[config.mk]
export PLATFORM = sky130hd
export DESIGN_NAME = alu_mdu
export DESIGN_NICKNAME = d
export VERILOG_FILES = /design/src/rtl/alu_mdu_pkg.sv /design/src/rtl/alu_mdu.sv
export SDC_FILE = /design/constraint.sdc
export NUM_CORES = 1
export LEC_CHECK = 0
export ABC_AREA = 1
export CAP_MARGIN = 20
export CELL_PAD_IN_SITES_DETAIL_PLACEMENT = 2
export CELL_PAD_IN_SITES_GLOBAL_PLACEMENT = 2
export CORE_MARGIN = 2
export CORE_UTILIZATION = 34
export DETAILED_ROUTE_END_ITERATION = 10
export GPL_TIMING_DRIVEN = 0
export PLACE_DENSITY = 0.9
export REMOVE_ABC_BUFFERS = 1
export SYNTH_ARGS = -nofsm -noshare
export SYNTH_HDL_FRONTEND = slang
export SYNTH_SLANG_ARGS = --single-unit
[constraint.sdc]
create_clock -name clk -period 4.05 [get_ports clk]
set_input_delay 1.0125 -clock clk [delete_from_list [all_inputs] [get_ports clk]]
set_output_delay 1.0125 -clock clk [all_outputs]
set_load 0.02 [all_outputs]
[src/rtl/alu_mdu_pkg.sv]
// Shared constants for the iterative RV M-extension multiply/divide unit:
// funct3 op codes, FSM state type and the step-counter width helper.
package alu_mdu_pkg;

    localparam logic [2:0] F3_MUL    = 3'b000;
    localparam logic [2:0] F3_MULH   = 3'b001;
    localparam logic [2:0] F3_MULHSU = 3'b010;
    localparam logic [2:0] F3_MULHU  = 3'b011;
    localparam logic [2:0] F3_DIV    = 3'b100;
    localparam logic [2:0] F3_DIVU   = 3'b101;
    localparam logic [2:0] F3_REM    = 3'b110;
    localparam logic [2:0] F3_REMU   = 3'b111;

    typedef enum logic [1:0] {
        ST_IDLE = 2'd0,
        ST_BUSY = 2'd1,
        ST_DONE = 2'd2
    } state_t;

    // Step counter must be able to hold the value XLEN itself.
    function automatic int cnt_width(input int xlen);
        return $clog2(xlen) + 1;
    endfunction

    localparam int XLEN_DEFAULT  = 32;
    localparam int CNT_W_DEFAULT = cnt_width(XLEN_DEFAULT);

endpackage

[src/rtl/alu_mdu.sv]
// Iterative RV M-extension unit: one shift-add / restoring shift-subtract step per cycle.
// Divide/remainder datapath is built only when MDU_DIV_EN is defined.
module alu_mdu
    import alu_mdu_pkg::*;
#(
    parameter int XLEN = 32
) (
    input  logic            clk,
    input  logic            rst_n,
    input  logic            in_valid,
    output logic            in_ready,
    input  logic [2:0]      in_funct3,
    input  logic [XLEN-1:0] in_a,
    input  logic [XLEN-1:0] in_b,
    input  logic            kill,
    output logic            out_valid,
    input  logic            out_ready,
    output logic [XLEN-1:0] out_result,
    output logic            out_illegal
);

    localparam int            CW        = cnt_width(XLEN);
    localparam logic [CW-1:0] LAST_STEP = CW'(XLEN - 1);

    state_t            state, state_nxt;
    logic [CW-1:0]     cnt;
    logic [2*XLEN-1:0] acc, acc_nxt;
    logic [XLEN-1:0]   opnd;
    logic [2:0]        op;
    logic              neg;
    logic [XLEN-1:0]   res, res_nxt;
    logic              illegal;

    logic              accept, last_step;
    logic              fast, fast_ill, a_sgn, b_sgn, neg_in;
    logic [XLEN-1:0]   fast_res, a_mag, b_mag;
    logic [XLEN:0]     as_a, as_b, as_y;
    logic [2*XLEN-1:0] prod;

`ifdef MDU_DIV_EN
    localparam logic [XLEN-1:0] MOST_NEG = {1'b1, {(XLEN-1){1'b0}}};
`endif

    assign in_ready    = (state == ST_IDLE);
    assign accept      = in_valid && in_ready && !kill;
    assign last_step   = (state == ST_BUSY) && (cnt == LAST_STEP);
    assign out_valid   = (state == ST_DONE);
    assign out_result  = out_valid ? res : '0;
    assign out_illegal = out_valid && illegal;

    // Operand decode: signedness, magnitudes, result sign and fast-path detection.
    always_comb begin
        // NOTE: every output of a combinational block gets a default first, so no path can infer a latch.
        a_sgn    = 1'b0;
        b_sgn    = 1'b0;
        fast     = 1'b0;
        fast_ill = 1'b0;
        fast_res = '0;
        case (in_funct3)
            F3_MULH: begin
                a_sgn = in_a[XLEN-1];
                b_sgn = in_b[XLEN-1];
            end
            F3_MULHSU: a_sgn = in_a[XLEN-1];
`ifdef MDU_DIV_EN
            F3_DIV, F3_REM: begin
                a_sgn = in_a[XLEN-1];
                b_sgn = in_b[XLEN-1];
            end
`endif
            default: ;
        endcase
`ifdef MDU_DIV_EN
        if (in_funct3[2]) begin
            if (in_b == '0) begin
                fast     = 1'b1;
                fast_res = in_funct3[1] ? in_a : '1;
            end else if (!in_funct3[0] && in_a == MOST_NEG && in_b == '1) begin
                fast     = 1'b1;
                fast_res = in_funct3[1] ? '0 : in_a;
            end
        end
`else
        if (in_funct3[2]) begin
            fast     = 1'b1;
            fast_ill = 1'b1;
        end
`endif
        a_mag  = a_sgn ? -in_a : in_a;
        b_mag  = b_sgn ? -in_b : in_b;
        // Remainder takes the dividend's sign; everything else the product/quotient sign.
        neg_in = (in_funct3 == F3_REM) ? a_sgn : (a_sgn ^ b_sgn);
    end

    // One iteration on the shared {hi, lo} register and XLEN+1 adder/subtractor.
    always_comb begin
        as_b    = {1'b0, opnd};
        as_a    = {1'b0, acc[2*XLEN-1:XLEN]};
        as_y    = as_a + as_b;
        acc_nxt = acc[0] ? {as_y, acc[XLEN-1:1]} : {1'b0, acc[2*XLEN-1:1]};
`ifdef MDU_DIV_EN
        if (op[2]) begin
            as_a    = {acc[2*XLEN-1:XLEN], acc[XLEN-1]};
            as_y    = as_a - as_b;
            acc_nxt = as_y[XLEN] ? {as_a[XLEN-1:0], acc[XLEN-2:0], 1'b0}
                                 : {as_y[XLEN-1:0], acc[XLEN-2:0], 1'b1};
        end
`endif
        prod    = neg ? -acc_nxt : acc_nxt;
        res_nxt = (op == F3_MUL) ? prod[XLEN-1:0] : prod[2*XLEN-1:XLEN];
`ifdef MDU_DIV_EN
        if (op[2]) begin
            res_nxt = op[1] ? acc_nxt[2*XLEN-1:XLEN] : acc_nxt[XLEN-1:0];
            if (neg) res_nxt = -res_nxt;
        end
`endif
    end

    always_comb begin
        state_nxt = state;
        case (state)
            ST_IDLE: if (accept)    state_nxt = fast ? ST_DONE : ST_BUSY;
            ST_BUSY: if (last_step) state_nxt = ST_DONE;
            ST_DONE: if (out_ready) state_nxt = ST_IDLE;
            default:                state_nxt = ST_IDLE;
        endcase
        if (kill) state_nxt = ST_IDLE;
    end

    always_ff @(posedge clk or negedge rst_n) begin
        // NOTE: state registers use non-blocking assignment so each one samples pre-edge values.
        if (!rst_n) state <= ST_IDLE;
        else        state <= state_nxt;
    end

    always_ff @(posedge clk or negedge rst_n) begin
        // NOTE: datapath registers are reset too; the counter and result must read 0 straight out of reset.
        if (!rst_n) begin
            cnt     <= '0;
            acc     <= '0;
            opnd    <= '0;
            op      <= F3_MUL;
            neg     <= 1'b0;
            res     <= '0;
            illegal <= 1'b0;
        end else if (kill) begin
            cnt <= '0;
        end else if (accept) begin
            op      <= in_funct3;
            neg     <= neg_in;
            cnt     <= '0;
            illegal <= fast_ill;
            res     <= fast_res;
            acc     <= {{XLEN{1'b0}}, a_mag};
            opnd    <= b_mag;
        end else if (state == ST_BUSY) begin
            acc <= acc_nxt;
            cnt <= last_step ? '0 : cnt + CW'(1);
            if (last_step) res <= res_nxt;
        end
    end

endmodule

Word-level counts from Yosys, hierarchy flattened
Cells that the tools add are included.
{ "op_classes": {"n_addsub": 5, "eq_ne": 9, "muxes": 25, "bitwise": 2, "n_reduce_logical": 15} }
{ "op_table": {"columns": ["operator", "count"], "rows": [
  ["64-bit two-way mux", 4],
  ["32-bit two-way mux", 7],
  ["32-bit negation", 2],
  ["64-bit negation", 1],
  ["32-bit by 32-bit adder with 33-bit output", 1],
  ["6-bit two-way mux", 4],
  ["2-bit two-way mux", 5],
  ["6-bit by 1-bit adder with 6-bit output (second input constant)", 1],
  ["6-bit by 5-bit equality test with 1-bit output (second input constant)", 1],
  ["2-bit one-hot mux with 3 select lines", 1],
  ["3-bit AND reduction", 2],
  ["1-bit logical AND", 4],
  ["1-bit two-way mux", 4],
  ["2-bit AND reduction", 2],
  ["2-bit nonzero test", 2],
  ["3-bit by 1-bit equality test with 1-bit output (second input constant)", 1],
  ["3-bit by 2-bit equality test with 1-bit output (second input constant)", 1],
  ["3-bit equality test (second input constant)", 1],
  ["3-bit logical NOT", 1],
  ["3-bit by 1-bit != test with 1-bit output (second input constant)", 1],
  ["3-bit by 2-bit != test with 1-bit output (second input constant)", 1],
  ["3-bit != test (second input constant)", 1],
  ["3-bit nonzero test", 1],
  ["2-bit by 1-bit equality test with 1-bit output (second input constant)", 1],
  ["6 further kinds", 6]
]} }
{ "word_totals": {"regBits": 141, "out_inout_bits": 35, "elab_cells": 64} }

Longest topological paths before layout
{ "logic_depth": {"depth_word": 8, "depth_mapped": 23, "mapped_depth_nobuf": 23} }

Worst setup path before layout
No wires, ideal clock.
{ "synth_path": {"kind": "input to register", "start": "input in_a[1]", "end": "register acc[24]", "arrival_time_ns": 2.703, "t_required_ns": 3.920, "path_slack_ns": 1.217, "stages": 13, "path_cell_list": "inv_1 ha_1 nand2_1 nor2_1 and3_1 nand4_1 or2_2 nand2_1 o21a_1 o211ai_1 xor2_1 o21ai_0 o21ai_0"} }
{ "synth_between": {"elab_chain_cells": 3} }
{ "synth_rtl": {"columns": ["item", "line", "source"], "rows": [
  ["from (decl)", "alu_mdu.sv:13", "input logic [XLEN-1:0] in_a,"],
  ["32-bit negation", "alu_mdu.sv:89", "a_mag = a_sgn ? -in_a : in_a;"],
  ["32-bit two-way mux", "alu_mdu.sv:89", null],
  ["64-bit two-way mux", "alu_mdu.sv:148", "end else if (accept) begin"],
  ["to (signal assigned)", "alu_mdu.sv:154", "acc <= {{XLEN{1'b0}}, a_mag};"],
  ["to (signal assigned)", "alu_mdu.sv:157", "acc <= acc_nxt;"],
  ["to (decl)", "alu_mdu.sv:27", "logic [2*XLEN-1:0] acc, acc_nxt;"]
]} }
Every way passes these cells.
A chain may end at the register's enable or synchronous reset.

Worst setup path after layout
{ "layout_path": {"start": "input in_funct3[2]", "end": "register opnd[29]"} }
{ "layout_between": {"elab_chain_cells": 3} }
{ "layout_rtl": {"columns": ["item", "line", "source"], "rows": [
  ["from (decl)", "alu_mdu.sv:12", "input logic [2:0] in_funct3,"],
  ["3-bit by 1-bit equality test with 1-bit output", "alu_mdu.sv:59", "case (in_funct3)"],
  ["1-bit two-way mux", "alu_mdu.sv:59", null],
  ["32-bit two-way mux", "alu_mdu.sv:90", "b_mag = b_sgn ? -in_b : in_b;"],
  ["to (signal assigned)", "alu_mdu.sv:155", "opnd <= b_mag;"],
  ["to (decl)", "alu_mdu.sv:28", "logic [XLEN-1:0] opnd;"]
]} }
Every way passes these cells.

==> impl_metrics.yaml <==
floorplanning:
  dieArea_um2: 38680
  core_um2: 36610
  std_cell_rows: 70
  die_h_um: 196.7
  dieWidth_um: 196.7
  io_pins: 107
  initial_core_util_pct: 34.47
setup_path:
  path_class: "in -> reg"
  cp_max_fo: 18
  endpoint_kind: "register"
  startpoint_type: "primary input"
  cp.required_ns: 4.39
  cp.arrival_ns: 4.14
route:
  post_drt_wl_per_cell_um: 21.31
  num_vias: 14440
  drtAntennaViolNets: 0
  drt_iter0_drc: 734
  firstDrtPassIters: 5
  remaining_drc_errors: 0
  met3_length_mm: 1.566
  vias_per_cell: 5.488
  wirelength_met1_mm: 23.94
  met2_length_mm: 28.56
  highest_layer: "met4"
  finalWirelength_mm: 56.09
final_layout:
  final_area_um2: 14870
  final_cells: 2632
  area_growth_pct: 17.85
  finalNetCount: 2260
  drive_above_1_share_pct: 5.545
  antenna_cells: 0
pwr:
  switchingPower_mw: 4.024
  share_comb_of_total_power_pct: 52.2
  p_seq_share_pct: 25.5
  switching_share_pct: 50.45
  power_mw: 7.976
  peakVddDrop_v: 0.0002582
  intPower_mw: 3.953
  pwr_density_cell_nw_per_um2: 536.2
  leakage_nw: 7.166
  p_clk_share_pct: 22.2
synth:
  ys_warn_count: 0
  synth_edf_count: 0
  synthTopCellsByArea: "dfrtp_1 28%, nand2_1 18%, inv_1 8.7%"
  avgSynthCellArea_um2: 6.059
  synth.largest_area_cell: "dfrtp_1"
  ys_seq_area_share_pct: 27.76
  ys_types: 47
  syn-cell-area_um2: 12620
  synth_top_area_share_pct: 27.76
  ys_ff_latch: 140
  synthesis.instances: 2083
  async_reset_ff_share_pct: 100.0
  synthFlopType: "dfrtp_1"
clock_tree:
  cts_tree: "done"
  clkTransAtPathRegs_ns: 0.07
  cts_hold_buf: 0
  postCtsSetupBuffers: 0
  h-tree-depth: 4
  clock-sinks: 140
  cts-root-buf: "clkbuf_16"
  cts_buffer_depth: 2
  cts_buffers: 17
  clkLatencyLatePin_ns: 0.47
timing:
  max_clock_freq_ghz: 0.2627
  finalHoldViolations: 0
  layout_min_cycle_time_ns: 3.806
  setup_viol: 0
  slew_viol_final: 0
  rsz0062_at_grt: "no"
  worstMarginPinSlew_ns: 1.091
  post-route-period-util_pct: 93.98
  relSlewSlack_pct: 27.06
  clock_skew_ns: 0.01304
  setup_ws_ns: 0.2440
global_routing:
  grt_max_degree: 83
  grt_pass1_wl_mm: 88.99
  antenna_found_initial: 0
  grt_overflow: 0
  track_usage_pct: 29.55
  first_global_vias: 16030
outcome:
  outcome: "finished clean"
placement:
  dp_cells: 2599
  dp_hpwl_mm: 43.48
  dpl-instance-area_um2: 14210
  dpl_worst_slack_ns: -0.5422
  io_buffer_count: 106
  place_congestion: 0.8963
hold_path:
  hold_class: "reg -> reg"
flow_run:
  drv_cap: 0
## through the flow
step                setup TNS (ns)  hold WS [ns]  utilization [%]
global route                     0        0.5189            40.63
global placement           -994.69        0.4556            38.22
floorplan                   -29.18        0.4433                -
CTS                              0        0.5026            40.54
finish                           0        0.4983            40.63
detailed placement          -12.48        0.4862            38.81
## power groups by stage
stage | clock [mW] | sequential, mW | combinational (mW)
2_1_floorplan | 0 | 1.93 | 2.64
3_3_place_gp | 0 | 2.07 | 3.68
3_5_place_dp | 0 | 2.05 | 4.05
4_1_cts | 1.80 | 2.03 | 4.14
5_1_grt | 1.84 | 2.07 | 4.62
6_report | 1.77 | 2.04 | 4.17
## cell usage in the layout, fill, tap and decap left out, drive strengths merged
| cell | synthesis | routed |
|---|---|---|
| a21oi | 88 | 88 |
| a2bb2oi | 1 | 1 |
| a31o | 1 | 1 |
| a31oi | 3 | 3 |
| and2 | 5 | 5 |
| and3 | 2 | 2 |
| buf | 18 | 11 |
| bufinv | 0 | 4 |
| clkbuf | 49 | 22 |
| clkdlybuf4s50 | 0 | 105 |
| clkinv | 5 | 8 |
| clkinvlp | 0 | 3 |
| dfrtp | 140 | 140 |
| fa | 1 | 1 |
| ha | 36 | 36 |
| inv | 303 | 303 |
| nand2 | 640 | 640 |
| nand3 | 175 | 175 |
| nand3b | 8 | 8 |
| nand4 | 23 | 23 |
| nor2 | 225 | 225 |
| nor3 | 43 | 43 |
| nor3b | 1 | 1 |
| nor4 | 10 | 10 |
| o2111ai | 1 | 1 |
| o211ai | 17 | 17 |
| o21a | 1 | 1 |
| o21ai | 180 | 180 |
| o21bai | 2 | 2 |
| o221ai | 7 | 7 |
| o22ai | 30 | 30 |
| o311ai | 1 | 1 |
| o31ai | 7 | 7 |
| or2 | 5 | 5 |
| xnor2 | 17 | 17 |
| xor2 | 38 | 38 |
## cell usage after synthesis, drive strengths merged (7+ instances only)
cell type,n
inv,303
nand2,640
o221ai,7
xor2,38
o21ai,180
nand3,175
o22ai,30
nand4,23
nor4,10
dfrtp,140
ha,36
a21oi,88
nor3,43
o31ai,7
clkbuf,49
buf,18
o211ai,17
nor2,225
nand3b,8
xnor2,17
## per-layer routing
metal  GRT usage (%)  vias to the layer above
met3           3.388                       92
met4           12.84                        0
met2           54.08                      243
met1           34.82                     7277
li1                -                     6832
met5               0                        -
## critical path: stages
cell and delay (ns):
clkdlybuf4s50_1 0.50, nor3_1 0.55, nand2_1 0.82, clkinv_2 0.63
o21ai_2 0.15, o21ai_0 0.16, xor2_1 0.22, o21ai_1 0.09
## layout make-up
cell class                 count  area, µm²
multi-input combinational   1568       7719
clock inverter                10      162.7
fill                        4584      21740
inverter                     308       1166
tap                          468      585.6
clock buffer                  22      464.2
sequential                   140       3506
timing repair buffer         116       1271
## path summary, 6_finish.rpt
check | startpoint | end | slack (ns) | depth (start not counted)
hold / removal | res[31] | res[31] | 0.50 | 2
min in group asynchronous | rst_n | opnd[15] | 0.64 | 1
hold reg to reg | res[31] | res[31] | 0.50 | 2
setup reg to reg | acc[32] | res[18] | 0.34 | 19
max in group asynchronous | rst_n | acc[25] | 2.57 | 2
setup / recovery | in_funct3[2] | opnd[29] | 0.24 | 8
## registers in the layout, indices dropped and copies added, names as in the netlist
register,flops
acc,64
opnd,32
res,32
cnt,6
op,3
state,2
neg,1
## kinds of logic (layout without fill, tap and decap cells)
| kind of cell | count (synthesis) | after routing | share of synthesized area [%] |
|---|---|---|---|
| fa+ha+maj | 37 | 37 | 3.728 |
| simple gates | 1137 | 1137 | 38.52 |
| buf+inv | 375 | 456 | 11.34 |
| flops | 140 | 140 | 27.76 |
| xor+xnor | 55 | 55 | 3.817 |
| compound gates | 339 | 339 | 14.84 |
## what timing repair did
item                       4_1_cts  5_1_grt
pin swaps                        0        0
gates resized for setup          2        3
setup endpoints to repair        4       10
Power figures use the tool's default switching activity.
